[src/rtl/branch_resolve_unit.sv]
// branch_resolve_unit
//
// Branch resolution stage for the pipelined MIPS core. It sits in the ID
// stage after the forwarding muxes. The unit does the following:
//   - Accepts one branch per cycle.
//   - Holds a branch in WAIT until its forwarded operands are final.
//   - Registers the taken/not-taken decision, the link flag and a
//     prediction/mispredict pair for the fetch stage.
//
// Optional feature macro: BRANCH_BHT_EN
//   defined   : a table of 2-bit saturating counters supplies the prediction.
//   undefined : static not-taken prediction, so predicted is always 0 and
//               mispredict follows branch.
//
// Parameters:
//   WIDTH     operand width
//   PC_WIDTH  PC width
//   BHT_DEPTH number of counters (power of two, >= 2)
//
// Ports:
//   clk         rising-edge clock
//   reset       asynchronous, active-low reset
//   in_valid    branch presented this cycle
//   in_ready    unit can accept a branch this cycle
//   op          branch opcode. The encodings are:
//                 0 beq, 1 bgez, 2 bgtz, 3 blez, 4 bltz, 5 bne,
//                 6 bgezal, 7 bltzal, 8 b, 9-15 never taken
//   a1, a2      forwarded operands
//   pc          PC of the branch
//   operand_ok  a1/a2 are final this cycle
//   flush       kill any pending branch
//   out_valid   one-cycle pulse marking valid result registers
//   branch      resolved taken
//   link        taken link-type branch (ops 6 and 7)
//   predicted   prediction captured at accept
//   mispredict  predicted differs from branch

module branch_resolve_unit #(
    parameter int WIDTH     = 32,
    parameter int PC_WIDTH  = 32,
    parameter int BHT_DEPTH = 16
) (
    input  logic                clk,
    input  logic                reset,
    input  logic                in_valid,
    output logic                in_ready,
    input  logic [3:0]          op,
    input  logic [WIDTH-1:0]    a1,
    input  logic [WIDTH-1:0]    a2,
    input  logic [PC_WIDTH-1:0] pc,
    input  logic                operand_ok,
    input  logic                flush,
    output logic                out_valid,
    output logic                branch,
    output logic                link,
    output logic                predicted,
    output logic                mispredict
);

    localparam int IDX_W = $clog2(BHT_DEPTH);

    typedef enum logic {
        IDLE,
        WAIT
    } state_t;

    state_t              state;
    logic [3:0]          op_q;
    logic [PC_WIDTH-1:0] pc_q;
    logic                pred_q;

    logic                accept;
    logic                resolve;
    logic [3:0]          res_op;
    logic [PC_WIDTH-1:0] res_pc;
    logic                pred_rd;
    logic                res_pred;
    logic                taken;
    logic                is_link;

    // Decide whether a branch with opcode o is taken for operands x and y.
    // The single-operand compares treat x as signed, so the MSB is the sign bit.
    function automatic logic eval_taken(input logic [3:0] o,
                                        input logic [WIDTH-1:0] x,
                                        input logic [WIDTH-1:0] y);
        logic neg;
        logic zero;
        logic t;
        neg  = x[WIDTH-1];
        zero = (x == '0);
        case (o)
            4'd0:        t = (x == y);
            4'd1, 4'd6:  t = ~neg;
            4'd2:        t = ~neg & ~zero;
            4'd3:        t = neg | zero;
            4'd4, 4'd7:  t = neg;
            4'd5:        t = (x != y);
            4'd8:        t = 1'b1;
            default:     t = 1'b0;
        endcase
        return t;
    endfunction

    assign in_ready = (state == IDLE) && !flush;
    assign accept   = in_valid && in_ready;

    // A branch resolves in two cases. It can resolve directly from IDLE
    // when accepted with final operands. It can also resolve from WAIT once
    // operands are final. A flush in WAIT takes priority over operand_ok.
    assign resolve = (accept && operand_ok) ||
                     ((state == WAIT) && operand_ok && !flush);

    // From IDLE the live op/pc are used. In WAIT the latched copies are used,
    // while a1/a2 always come live from the forwarding network.
    assign res_op   = (state == IDLE) ? op : op_q;
    assign res_pc   = (state == IDLE) ? pc : pc_q;
    assign res_pred = (state == IDLE) ? pred_rd : pred_q;

    assign taken   = eval_taken(res_op, a1, a2);
    assign is_link = (res_op == 4'd6) || (res_op == 4'd7);

`ifdef BRANCH_BHT_EN
    logic [1:0]       bht [BHT_DEPTH];
    logic [IDX_W-1:0] rd_idx;
    logic [IDX_W-1:0] wr_idx;

    assign rd_idx  = pc[IDX_W+1:2];
    assign wr_idx  = res_pc[IDX_W+1:2];
    assign pred_rd = bht[rd_idx][1];

    // Saturating 2-bit counters, updated only at a resolve edge. A
    // combinational read therefore sees the previous edge's write.
    always_ff @(posedge clk or negedge reset) begin
        if (!reset) begin
            for (int i = 0; i < BHT_DEPTH; i++) begin
                bht[i] <= 2'b01;
            end
        end else if (resolve) begin
            if (taken && bht[wr_idx] != 2'b11) begin
                bht[wr_idx] <= bht[wr_idx] + 2'b01;
            end else if (!taken && bht[wr_idx] != 2'b00) begin
                bht[wr_idx] <= bht[wr_idx] - 2'b01;
            end
        end
    end
`else
    // Static not-taken prediction.
    assign pred_rd = 1'b0;
`endif

    // Some PC bits are never looked at (alignment bits, bits above the
    // table index, or the whole PC when there is no table).
    logic unused_pc_bits;
    assign unused_pc_bits = ^{pc, res_pc, IDX_W[0]};

    // Control FSM and registered results. In IDLE, op/pc/prediction are
    // captured on every accept, so a branch entering WAIT keeps them.
    always_ff @(posedge clk or negedge reset) begin
        if (!reset) begin
            state      <= IDLE;
            op_q       <= '0;
            pc_q       <= '0;
            pred_q     <= 1'b0;
            out_valid  <= 1'b0;
            branch     <= 1'b0;
            link       <= 1'b0;
            predicted  <= 1'b0;
            mispredict <= 1'b0;
        end else begin
            out_valid <= resolve;
            if (resolve) begin
                branch     <= taken;
                link       <= taken && is_link;
                predicted  <= res_pred;
                mispredict <= taken ^ res_pred;
            end
            case (state)
                IDLE: begin
                    if (accept) begin
                        op_q   <= op;
                        pc_q   <= pc;
                        pred_q <= pred_rd;
                        if (!operand_ok) begin
                            state <= WAIT;
                        end
                    end
                end
                WAIT: begin
                    if (flush || operand_ok) begin
                        state <= IDLE;
                    end
                end
                default: state <= IDLE;
            endcase
        end
    end

endmodule

[config.mk]
export PLATFORM = sky130hd
export DESIGN_NAME = branch_resolve_unit
export DESIGN_NICKNAME = d
export VERILOG_FILES = /design/src/rtl/branch_resolve_unit.sv
export SDC_FILE = /design/constraint.sdc
export NUM_CORES = 1
export LEC_CHECK = 0
export BUFFER_PORTS_ARGS = -buffer_cell sky130_fd_sc_hd__clkbuf_2
export CORE_AREA = 4 4 56 58
export CTS_BUF_LIST = sky130_fd_sc_hd__clkbuf_8
export CTS_CLUSTER_DIAMETER = 200
export DETAILED_ROUTE_END_ITERATION = 10
export DIE_AREA = 0 0 60 62
export PLACE_DENSITY = 0.85
export SLEW_MARGIN = 20
export SYNTH_ARGS = -nofsm -noshare
export SYNTH_HDL_FRONTEND = slang
export SYNTH_SLANG_ARGS = --single-unit
[constraint.sdc]
create_clock -name clk -period 3.72 [get_ports clk]
set_input_delay 0.372 -clock clk [delete_from_list [all_inputs] [get_ports clk]]
set_output_delay 0.372 -clock clk [all_outputs]
set_load 0.01 [all_outputs]
### Word level (Yosys, flattened, before mapping)

Cells that the tools add are included.
W data, S select, Z words.

* logic and storage cells: 41
* input bits: 105
* bits in registers: 8
* output and inout port bits: 6

* multiplexer cells: 6
* bitwise operators: 5
* reductions and logical operators: 15
* equality and inequality tests: 10

Operators with widths (count)
* $eq A32 B32 Y1: 1
* $logic_not A32 Y1: 1
* $ne A32 B32 Y1: 1
* $eq A4 B3 Y1 const B: 4
* $eq A4 B2 Y1 const B: 2
* $pmux W1 S7: 1
* $logic_and A1 B1 Y1: 6
* $eq A4 B1 Y1 const B: 1
* $eq A4 B4 Y1 const B: 1
* $logic_not A4 Y1: 1
* $mux W4: 1
* $reduce_or A2 Y1: 2
* $logic_or A1 B1 Y1: 3
* $mux W1: 3
* $not A1 Y1: 3
* $pmux W1 S2: 1
* $reduce_and A2 Y1: 1
* $and A1 B1 Y1: 1
* $logic_not A1 Y1: 1
* $or A1 B1 Y1: 1

### Longest topological paths before layout

* depth in word-level cells: 5
* mapped depth: 7
* depth with buffers taken out: 6

### Worst setup path after synthesis

No wires, ideal clock.

* kind: flip-flop to flip-flop
* from: reg state
* to: reg link
* library setup time: 0.137 ns
* path slack: 1.949 ns
* path buffers: 1
* arrival time: 1.634 ns
* cell stages (with the launch flop): 8
* path through: dfrtp_1 -> buf_6 -> mux2_4 -> nor2_4 -> and4b_1 -> o31a_1 -> a211oi_2 -> a221oi_1

* cells in the longest elaborated chain, start to end: 5
* elaborated cells between the ends (all ways): 22
* those cells by class: eq/ne: 8; mux: 2; bitwise: 1; reduce/logical: 11

RTL lines
* start, declared: RTL line 67 `state_t state;`
* start signal, assigned: RTL line 160 `state <= IDLE;`
* start signal, assigned: RTL line 184 `state <= WAIT;`
* start signal, assigned: RTL line 190 `state <= IDLE;`
* $mux W4 / $not A1 Y1 (equally long branches)
* $eq A4 B3 Y1, or another cell as far along: RTL line 91, 120
* $reduce_or A2 Y1 / $logic_and A1 B1 Y1 (equally long branches): RTL line 91, 105
* $pmux W1 S7 / $logic_and A1 B1 Y1 (equally long branches): RTL line 91, 110
* $logic_and A1 B1 Y1 / $logic_or A1 B1 Y1 (equally long branches): RTL line 173, 110
* end signal, assigned: RTL line 173 `link <= taken && is_link;`
* end, declared: RTL line 55 `output logic link,`

Parallel ways exist; a longest one is shown, timed or not.
A chain may end at the register's enable or synchronous reset.

### Final worst setup path

Same ends and word-level chain as after synthesis.

==> results <==
- The flow ran to the end, and the final reports show no timing, DRC or antenna violations.
- In this run the top signal layer used is met4.
- Of the synthesized area, sequential elements account for 21.3%.
- The boundary pin count is 111.
- The post-route netlist has 48.1% of its cells at a drive strength greater than 1.
- Among all flip-flop cells after synthesis, the most frequent one is sky130_fd_sc_hd__dfrtp_1.
- The initial antenna violation count is 0.
- The startpoint of the lowest-slack register-to-register path is state.
- The worst hold path begins at operand_ok.
- Ranked by total cell area, the synthesized netlist is headed by sky130_fd_sc_hd__xnor2_1 30%, sky130_fd_sc_hd__dfrtp_1 21%, sky130_fd_sc_hd__nor4_1 7.3%.
- Relative to the synthesized area, the layout overhead comes to 47.7%.
- The number of global-route vias before repair is 1122.
- After the last flow step, the layout net total stands at 292.
- The part of the cycle the worst path needs is 54.8%.
- After global routing the overflow that remains totals 0.
- The worst path meets setup with 1.68 ns of slack.
- Summed over all layers, the routed wires come to 3.05 mm.
- By count the netlist is led by 32 x sky130_fd_sc_hd__xnor2_1, 11 x sky130_fd_sc_hd__nor4_1, 10 x sky130_fd_sc_hd__nand4_1, 8 x sky130_fd_sc_hd__dfrtp_1, 8 x sky130_fd_sc_hd__nor2_1.
- For this run, the number of Yosys warnings is 0.
- The power per cell area is 259 mW/mm^2.
- The floorplan has 19 rows.
- After detailed routing, the number of vias per cell comes to 5.19.
- After clock tree synthesis, the clock-pin slew on the worst setup and hold paths is 0.04 ns.
- The number of levels the H-tree was split into is 1.
- The worst slack after detailed placement is 1.68 ns.
- Gates resized during post-CTS repair numbered 0.
- The final route contains 1121 vias.
- The critical-path cell with the highest stage delay is sky130_fd_sc_hd__dfrtp_1.
- The antenna diode count is 0.
- Tracing the worst setup path back leads to its startpoint at state.
- The count of clock tree sinks is 8.
- In this run the remaining antenna-violating nets after routing total 0.
- The worst path buffer plus inverter count is 0.
- The aggregate negative setup slack is 0 ns.
- Entering global routing, the biggest net connects 11 pins.
- The total design power is 0.000360 W.
- Summing all non-filler instances in the final layout gives an area of 0.00139 mm^2.
- The worst setup path is captured at a flip-flop.
- For the final database, setup skew stands at 0.00427 ns.
- The biggest area contributor in the post-synthesis netlist is sky130_fd_sc_hd__xnor2_1.
- The cell type group with the largest total delay on the critical path is flip-flops.
- In the routed design, unresolved DRC markers number 0.
- The global routing usage summed across all routing layers is 15.5%.
- The number of hold violations in the final report is 0.
- TritonCTS built the clock tree.
- The placed instances occupy a cell area of 0.00134 mm^2.
- The post-layout minimum cycle time is 2.04 ns.
- The CTS buffer count is 3.
- Data on the critical path arrives at its endpoint at 2.13 ns.
- Of the post-synthesis cell area, the dominant cell type holds 29.8%.
- In this run, synthesis inferred 0 flip-flops with an integrated enable.
- The number of buffer cells added on primary ports is 77.
- The average cell area after synthesis is 8.79 um^2.
- The synthesized net count is 212.
- After detailed routing, the wire length on met1 is 1.03 mm.
- The length of the first detailed-routing pass in iterations is 4.
- The detailed router finished its first iteration with 42 violations.
- The die is 62 um tall.
- The number of maximum-capacitance violations is 0.
- For this design the static power due to leakage is 0.628 nW.
- Detailed placement ended at an HPWL of 2.82 mm.
- The longest clock path from root to sink contains 2 buffers.
- The clock tree root driver cell is sky130_fd_sc_hd__clkbuf_8.
- For the worst setup path, the data required time is 3.81 ns.
- Along the worst path, the maximum fanout reaches 10.
- The critical path is of the flip-flop to flip-flop type.
- The floorplan step defined a die boundary enclosing 0.00372 mm^2.
- The area of the core is 0.00266 mm^2.
- The number of synthesized register bits is 8.
- The netlist uses 30 different library cells.
- The path class of the lowest-slack min-delay path is primary input to flip-flop.
- The total met3 wirelength after detailed routing is 380 um.
- Among all cell types in the netlist, the one instantiated most often is sky130_fd_sc_hd__xnor2_1.
- Synthesis produced 107 cells.
- The critical path goes through mux2i_4 -> nand2_1 -> and4b_1 -> o31a_1 -> a211oi_2 -> a221oi_1.
- Setup violations remaining at the end of the flow were counted as 0.
- For this run, asynchronously set or reset flops after synthesis account for 100%.
- The cell area that synthesis handed to floorplanning was 941 um^2.
- The final routed wire length divided by cell count is 14.1 um.
- The initial cell density of the core is 35.3%.
- The worst supply voltage drop on vdd is 0.257 mV.
- Timing would allow up to 491 MHz.
- At the later pin of the worst-skew pair, clock insertion delay measures 0.23 ns.
- In this design, the stage delay of the slowest critical-path cell is 0.60 ns.
- At the end of routability-driven placement, the weighted congestion stood at 0.841.
- The die is 60 um wide.
- The wire length of the first global-routing pass is 4.28 mm.
- The final count of pins violating max slew is 0.
- Setup repair after global routing left no endpoint under its margin.
- The worst setup path is launched from a flip-flop.
- The met2 layer wire length in the routed design is 1.56 mm.
[placed cells by master, fill, tap and decap left out, types with 2 or more instances in the layout]
cell type / instances
sky130_fd_sc_hd__nor4_1: 11
sky130_fd_sc_hd__clkbuf_2: 77
sky130_fd_sc_hd__nand2_1: 6
sky130_fd_sc_hd__nand4_1: 10
sky130_fd_sc_hd__clkbuf_8: 3
sky130_fd_sc_hd__nor3_1: 2
sky130_fd_sc_hd__mux2_2: 4
sky130_fd_sc_hd__nor2_1: 8
sky130_fd_sc_hd__dfrtp_1: 8
sky130_fd_sc_hd__a31oi_1: 2
sky130_fd_sc_hd__xnor2_1: 32
sky130_fd_sc_hd__mux2i_1: 2
sky130_fd_sc_hd__a21oi_1: 2
[report_power, final]
part	leakage (nW)	switching, W	total, W	internal, W
clock network	0.0216	0.0000323	0.000102	0.0000699
logic	0.509	0.0000666	0.000146	0.0000797
registers	0.0978	0.0000114	0.000112	0.000100
total	0.628	0.000110	0.000360	0.000250
[registers in the layout, indices dropped and copies added (netlist names)]
register / cells
link: 1
mispredict: 1
op_q: 4
out_valid: 1
state: 1
[final timing paths]
kind,to,slack [ns],cells after the start
worst max-delay path,link,1.68,6
max in group asynchronous,out_valid,3.01,2
worst min register to register,op_q[1],0.54,1
min in group asynchronous,op_q[1],0.53,2
worst min-delay path,state,0.31,2
worst max register to register,link,1.68,6
[metal layers]
layer	up-vias	GRT usage, %
met1	499	13.5
li1	552	-
met3	6	3.31
met4	0	8.86
met5	-	0
met2	64	31.9
[area by class of cell]
class                           instances  area, um^2
Sequential cell                         8         200
Inverter                                1        3.75
Tap cell                               31        38.8
Fill cell                             262        1270
Multi-Input combinational cell         95         711
Clock buffer                            3        41.3
Timing Repair Buffer                   78         395
[per-stage QoR]
stage                     hold slack [ns]  utilization [%]  instances
after floorplan                    0.0764                -        107
final                               0.311             52.2        216
after global routing                0.325             52.2        216
after global placement              0.227             50.3        212
after CTS                           0.305             52.2        216
after detailed placement            0.230             50.3        212
[repair_timing]
action                                 CTS  global route
hold buffers                             1             0
setup buffers                            0             0
setup endpoints to repair                0             0
endpoints found under the hold margin    8             0
[kinds of logic after synthesis]
family,count (synthesis),synth area share (%)
AO/OA/AOI/OAI,9,7.05
XOR/XNOR,33,30.7
buffers and inverters,4,3.19
flip-flops,8,21.3
multiplexers,8,10.9
other,1,0.399
AND/OR/NAND/NOR,44,26.5
Note: power is estimated with default switching activity, not from simulation.
